<file path="config.mk">
export PLATFORM = sky130hd
export DESIGN_NAME = axis_fir_rx
export DESIGN_NICKNAME = d
export VERILOG_FILES = /design/src/rtl/axis_fir_rx.sv
export SDC_FILE = /design/constraint.sdc
export NUM_CORES = 1
export LEC_CHECK = 0
export BUFFER_PORTS_ARGS = -buffer_cell sky130_fd_sc_hd__buf_2
export CELL_PAD_IN_SITES_DETAIL_PLACEMENT = 1
export CELL_PAD_IN_SITES_GLOBAL_PLACEMENT = 2
export CORE_MARGIN = 4
export CORE_UTILIZATION = 34
export DETAILED_ROUTE_END_ITERATION = 7
export PLACE_DENSITY_LB_ADDON = 0.1
export RECOVER_POWER = 50
export SYNTH_ARGS = -nofsm -noshare
export SYNTH_HDL_FRONTEND = slang
export SYNTH_SLANG_ARGS = --single-unit
</file>
<file path="constraint.sdc">
create_clock -name clk -period 5 [get_ports clk]
set_input_delay 0.25 -clock clk [delete_from_list [all_inputs] [get_ports clk]]
set_output_delay 0.25 -clock clk [all_outputs]
set_load 0.01 [all_outputs]
</file>
<file path="src/rtl/axis_fir_rx.sv">
// AXI4-Stream sink for the FIR output: throttled tready, per-frame statistics
// (count, signed max/min, zero crossings, tkeep errors) published at each tlast.
module axis_fir_rx #(
    parameter int unsigned DATA_W          = 32,
    parameter int unsigned CNT_W           = 16,
    parameter int unsigned THROTTLE_PERIOD = 16,
    parameter int unsigned THROTTLE_OFF    = 0
) (
    input  logic              clk,
    input  logic              reset,
    input  logic              enable,
    input  logic [DATA_W-1:0] s_axis_tdata,
    input  logic [3:0]        s_axis_tkeep,
    input  logic              s_axis_tlast,
    input  logic              s_axis_tvalid,
    output logic              s_axis_tready,
    output logic              stat_valid,
    input  logic              stat_ready,
    output logic [CNT_W-1:0]  stat_count,
    output logic [DATA_W-1:0] stat_max,
    output logic [DATA_W-1:0] stat_min,
    output logic [CNT_W-1:0]  stat_zc,
    output logic              stat_keep_err,
    output logic              busy
);

    // Counter is one bit wider than strictly needed so PERIOD-OFF always fits.
    localparam int unsigned THR_W = $clog2(THROTTLE_PERIOD + 1);
    localparam logic [THR_W-1:0] THR_LAST = THR_W'(THROTTLE_PERIOD - 1);
    localparam logic [THR_W-1:0] THR_ON   = THR_W'(THROTTLE_PERIOD - THROTTLE_OFF);
    localparam logic [DATA_W-1:0] MAX_INIT = {1'b1, {(DATA_W-1){1'b0}}};
    localparam logic [DATA_W-1:0] MIN_INIT = {1'b0, {(DATA_W-1){1'b1}}};

    typedef enum logic [1:0] {
        ST_IDLE   = 2'd0,
        ST_RECV   = 2'd1,
        ST_REPORT = 2'd2
    } state_t;

    state_t             r_state;
    state_t             w_state_nxt;
    logic [THR_W-1:0]   r_thr;
    logic [THR_W-1:0]   w_thr_nxt;
    logic               r_tready;
    logic               r_stat_valid;
    logic               r_busy;
    logic [CNT_W-1:0]   r_count;
    logic [DATA_W-1:0]  r_max;
    logic [DATA_W-1:0]  r_min;
    logic [CNT_W-1:0]   r_zc;
    logic               r_keep_err;
    logic               r_prev_sign;

    logic               w_accept;
    logic               w_done;
    logic               w_first;
    logic               w_sign;

    assign w_accept = s_axis_tvalid & r_tready;
    assign w_done   = r_stat_valid & stat_ready;
    assign w_first  = (r_count == '0);
    assign w_sign   = s_axis_tdata[DATA_W-1];

    // Next-state and throttle counter.
    always_comb begin
        w_state_nxt = r_state;
        w_thr_nxt   = r_thr;
        case (r_state)
            ST_IDLE: begin
                if (enable) begin
                    w_state_nxt = ST_RECV;
                    w_thr_nxt   = '0;
                end
            end
            ST_RECV: begin
                w_thr_nxt = (r_thr == THR_LAST) ? '0 : r_thr + THR_W'(1);
                if (w_accept && s_axis_tlast) begin
                    w_state_nxt = ST_REPORT;
                end
            end
            ST_REPORT: begin
                if (stat_ready) begin
                    w_state_nxt = enable ? ST_RECV : ST_IDLE;
                    w_thr_nxt   = '0;
                end
            end
            default: begin
                w_state_nxt = ST_IDLE;
                w_thr_nxt   = '0;
            end
        endcase
    end

    // State, registered handshake outputs and frame accumulators.
    always_ff @(posedge clk) begin
        if (!reset) begin
            r_state      <= ST_IDLE;
            r_thr        <= '0;
            r_tready     <= 1'b0;
            r_stat_valid <= 1'b0;
            r_busy       <= 1'b0;
            r_count      <= '0;
            r_max        <= MAX_INIT;
            r_min        <= MIN_INIT;
            r_zc         <= '0;
            r_keep_err   <= 1'b0;
            r_prev_sign  <= 1'b0;
        end else begin
            r_state      <= w_state_nxt;
            r_thr        <= w_thr_nxt;
            r_tready     <= (w_state_nxt == ST_RECV) && (w_thr_nxt < THR_ON);
            r_stat_valid <= (w_state_nxt == ST_REPORT);
            r_busy       <= (w_state_nxt != ST_IDLE);
            if (w_done) begin
                r_count     <= '0;
                r_max       <= MAX_INIT;
                r_min       <= MIN_INIT;
                r_zc        <= '0;
                r_keep_err  <= 1'b0;
                r_prev_sign <= 1'b0;
            end else if (w_accept) begin
                if (r_count != '1) begin
                    r_count <= r_count + CNT_W'(1);
                end
                if (w_first) begin
                    r_max <= s_axis_tdata;
                    r_min <= s_axis_tdata;
                end else begin
                    if ($signed(s_axis_tdata) > $signed(r_max)) begin
                        r_max <= s_axis_tdata;
                    end
                    if ($signed(s_axis_tdata) < $signed(r_min)) begin
                        r_min <= s_axis_tdata;
                    end
                    if ((w_sign != r_prev_sign) && (r_zc != '1)) begin
                        r_zc <= r_zc + CNT_W'(1);
                    end
                end
                r_prev_sign <= w_sign;
                r_keep_err  <= r_keep_err | (s_axis_tkeep != 4'hF);
            end
        end
    end

    assign s_axis_tready = r_tready;
    assign stat_valid    = r_stat_valid;
    assign busy          = r_busy;
    assign stat_count    = r_count;
    assign stat_max      = r_max;
    assign stat_min      = r_min;
    assign stat_zc       = r_zc;
    assign stat_keep_err = r_keep_err;

endmodule

</file>
==> After elaboration in Yosys (flattened, before gate mapping) <==
Cells that the tools add are included.
{ "word_totals": {"output_inout_bits": 100, "ff_bits": 108, "elab_cells": 57, "in_bits": 42} }
{ "op_classes": {"bitwise_logic": 5, "n_reduce_logical": 13, "n_eq_ne": 9, "n_lt_le_gt_ge": 3, "n_mux": 13, "n_addsub": 3} }
{ "ops": {"columns": ["cell", "n"], "rows": [
  ["32-bit two-way mux", 4],
  ["16-bit by 1-bit adder with 16-bit output, second input constant", 2],
  ["32-bit > comparator", 1],
  ["32-bit < comparator", 1],
  ["16-bit != test, second input constant", 2],
  ["16-bit logical NOT", 1],
  ["5-bit two-way mux", 3],
  ["5-bit one-hot mux with 3 select lines", 1],
  ["2-bit two-way mux", 3],
  ["2-bit one-hot mux with 3 select lines", 1],
  ["2-bit AND reduction", 3],
  ["2-bit nonzero test", 3],
  ["5-bit by 1-bit adder with 5-bit output, second input constant", 1],
  ["5-bit by 4-bit == test with 1-bit output, second input constant", 1],
  ["5-bit < comparator, second input constant", 1],
  ["2-bit by 1-bit == test with 1-bit output, second input constant", 2],
  ["2-bit == test, second input constant", 2],
  ["4-bit != test, second input constant", 1],
  ["1-bit logical AND", 3],
  ["3-bit AND reduction", 1],
  ["1-bit bitwise AND", 2],
  ["2-bit logical NOT", 1],
  ["1-bit NOT", 2],
  ["2-bit OR reduction", 1],
  ["3 further kinds", 3]
]} }

==> Depth between registers and ports, before layout <==
{ "logic_depth": {"word_depth": 6, "depth_mapped": 10, "depth_no_buf": 9} }

==> Worst setup path before layout <==
OpenSTA, ideal clock, no wires.
{ "synth_timing": {"path_kind": "reg-to-reg", "from": "reg r_max[31], in the netlist stat_max[31]", "to": "reg r_max[0], in the netlist stat_max[0]", "stages_incl_launch_ff": 10, "n_path_buf": 1, "required_ns": 4.928, "slack_ns": 2.429, "arrival_time_ns": 2.500, "path_cell_list": "dfxtp_1 > inv_1 > ha_1 > nand4_2 > or4_4 > o21a_1 > and3b_4 > nor3_4 > buf_8 > mux2i_1"} }
{ "synth_between": {"elab_chain_len": 3} }
{ "synth_rtl": {"columns": ["element", "line_no", "rtl"], "rows": [
  ["from (decl)", "48", "logic [DATA_W-1:0] r_max;"],
  ["from (signal assigned)", "126", "r_max <= s_axis_tdata;"],
  ["from (signal assigned)", "130", "r_max <= s_axis_tdata;"],
  ["32-bit > comparator", "129", "if ($signed(s_axis_tdata) > $signed(r_max)) begin"],
  ["2-bit nonzero test (no source line)", null, null],
  ["2-bit AND reduction (no source line)", null, null]
]} }
Every way passes these cells.
A chain may end at the register's enable or synchronous reset.

==> Worst setup path after layout <==
{ "layout_timing": {"from": "reg r_max[31], in the netlist stat_max[31]", "to": "reg r_max[13], in the netlist stat_max[13]"} }
Same word-level chain as after synthesis.

==> metrics.cfg <==
[final_layout]
drive_gt1_share_pct=8.65
multiInputGateArea_mm2=0.00353
nFillCells=2187
final_cells=1104
fin_util_pct=41.3
finalNetCount=983
syn_to_final_growth_pct=18.2
seqCellArea_mm2=0.00216
stdcell_area_mm2=0.00719
antenna_cells=0

[global_routing]
grt_pass1_vias=6028
grt.overflow.total=0
track_usage_pct=19.2
grt_start_max_net_pins=50
antenna_found_initial=0
grt_pass1_wl_um=31400

[floorplan]
ioPinCount=142
core_area_mm2=0.0174
chipHeight_um=142
dieArea_mm2=0.0201
initial_utilization_pct=34.9
num_rows=48
die_w_um=142

[power]
power_density_mw_per_mm2=294
finalPower_mw=2.11
ir_worst_vdd_uv=204
cellLeakagePower_nw=3.16

[sta]
setup_viol=0
fmax_mhz=308
grt_setup_unrepaired=false
worst_pin_slew_ns=1.75
min_period_ns=3.25
final_hold_viol_count=0
finalMaxSlewViolations=38
skew_ns=0.0108
maxSlewHeadroom_pct=-16.4
fin_crit_sh_pct=64.9
final.setup.tns_ns=0

[cts]
cts_tree=built
clk_path_buf_depth=2
path_clk_slew_ns=0.07
htree_levels=3
clkLatencyLatePin_ns=0.35
clock-sinks=108
cts-hold-fix-buffers=0
numCtsBuffers=9
cts_setup_buffers=0
cts_resized=0
cts-root-buf=clkbuf_16

[logic_synthesis]
avgSynthCellArea_um2=8.16
synth_cells=746
yosys_warnings=0
netlist_area_mm2=0.00608
synth_cell_types=49
synth_edf_count=0
synth_fp_nets=855
yosysSeqAreaShare_pct=35.5
synth-seq-cells=108
ys.flop_type=dfxtp_1
ys_async_sr_fraction_pct=0

[run_status]
violations=max-capacitance violations, max-slew violations
status=finished with violations

[route]
wire_per_inst_um=17.2
viasPerCell=5.18
route.detailed.drc=0
wirelength_um=19000
vias=5722
drtPass1Iterations=6
drt-initial-drc-count=206
ant_nets=0

[critical_path]
cp_max_fo=27
startpoint_type=flip-flop
crit_arrival_ns=3.52
critPathKind=reg -> reg
required_ns=5.28
end_kind=flip-flop

[flow_run]
drv_cap=1

[placed_design]
place_hpwl_um=14500
place_area_mm2=0.00700
numPortBuffers=141
dp.cells=1088
gp_congestion=0.760

[min_path]
hp-class=in -> reg

-- synth_stat cells, drive strengths merged, types with 6 or more instances --
| cell type | count | area (um^2) |
|---|---|---|
| nand4 | 21 | 138 |
| a21oi | 32 | 160 |
| ha | 67 | 838 |
| xnor2 | 13 | 114 |
| and2 | 7 | 43.8 |
| nor2 | 46 | 173 |
| dfxtp | 108 | 2160 |
| mux2i | 34 | 340 |
| o21ai | 49 | 245 |
| or3 | 6 | 37.5 |
| inv | 73 | 274 |
| xor2 | 15 | 131 |
| nand2 | 96 | 360 |
| nor4 | 7 | 43.8 |
| clkbuf | 27 | 101 |
| nand3 | 84 | 420 |
-- power breakdown --
part	switching [mW]	leakage [nW]	total (mW)	internal, mW
Clock	0.338	0.159	0.792	0.454
Combinational	0.238	2.12	0.381	0.143
Sequential	0.0362	0.880	0.940	0.904
-- worst max-delay path, cell delays in order (launching register included) --
cell and delay (ns):
dfxtp_1 0.37, inv_1 0.07, ha_1 0.35, nand4_2 0.19, or4_4 0.58, o21a_1 0.22
and3b_4 0.18, nor3_4 0.38, buf_4 0.54, mux2i_1 0.26
-- stage by stage --
step	hold slack, ns	setup slack [ns]
floorplan	0.386	2.43
global placement	0.446	1.80
detailed placement	0.458	1.76
CTS	0.171	1.73
global route	0.179	1.55
finish	0.185	1.75
-- routing by layer --
layer	GRT usage, %	wire, um	up-vias
met2	32.5	8980	103
met1	25.4	9030	2778
met3	4.28	845	11
met4	3.54	175	0
met5	0	0	-
li1	-	-	2830
-- registers in the layout (all words and copies together), names as in the netlist --
signal and flops:
r_prev_sign 1, stat_min 32, r_thr 5, stat_max 32, stat_count 16, r_state 2, s_axis_tready 1, stat_valid 1
stat_keep_err 1, busy 1, stat_zc 16
-- worst paths after layout --
kind | end | cells past startpoint | slack [ns] | startpoint
setup / recovery | stat_max[13] | 9 | 1.75 | stat_max[31]
hold / removal | stat_max[22] | 3 | 0.19 | s_axis_tdata[22]
setup reg to reg | stat_max[13] | 9 | 1.75 | stat_max[31]
hold reg to reg | r_prev_sign | 2 | 0.48 | r_prev_sign
-- logic make-up after synthesis --
group | Yosys count | share of synthesized area (%)
simple gates | 294 | 23.2
compound gates | 112 | 11.0
flops | 108 | 35.5
buf+inv | 103 | 6.91
fa+ha+maj | 67 | 13.8
mux | 34 | 5.59
xor+xnor | 28 | 4.03
-- layout by cell type, fill, tap and decap left out, types with 13 or more instances in the layout --
master	Yosys	final
nand3_1	84	84
nor2_1	46	46
o21ai_0	49	49
inv_1	73	73
dfxtp_1	108	108
mux2i_1	34	34
xnor2_1	13	13
nand4_1	20	20
a21oi_1	32	32
ha_1	67	67
clkbuf_1	27	100
nand2_1	96	96
buf_2	0	42
xor2_1	15	15
-- cell type report --
cell class,instances,area share (%)
Tap cell,225,3.91
Inverter,73,3.81
Clock buffer,10,3.32
Multi-Input combinational cell,535,49.0
Sequential cell,108,30.1
Clock inverter,6,1.20
Timing Repair Buffer,147,8.66
(Power assumes the default switching activity.)
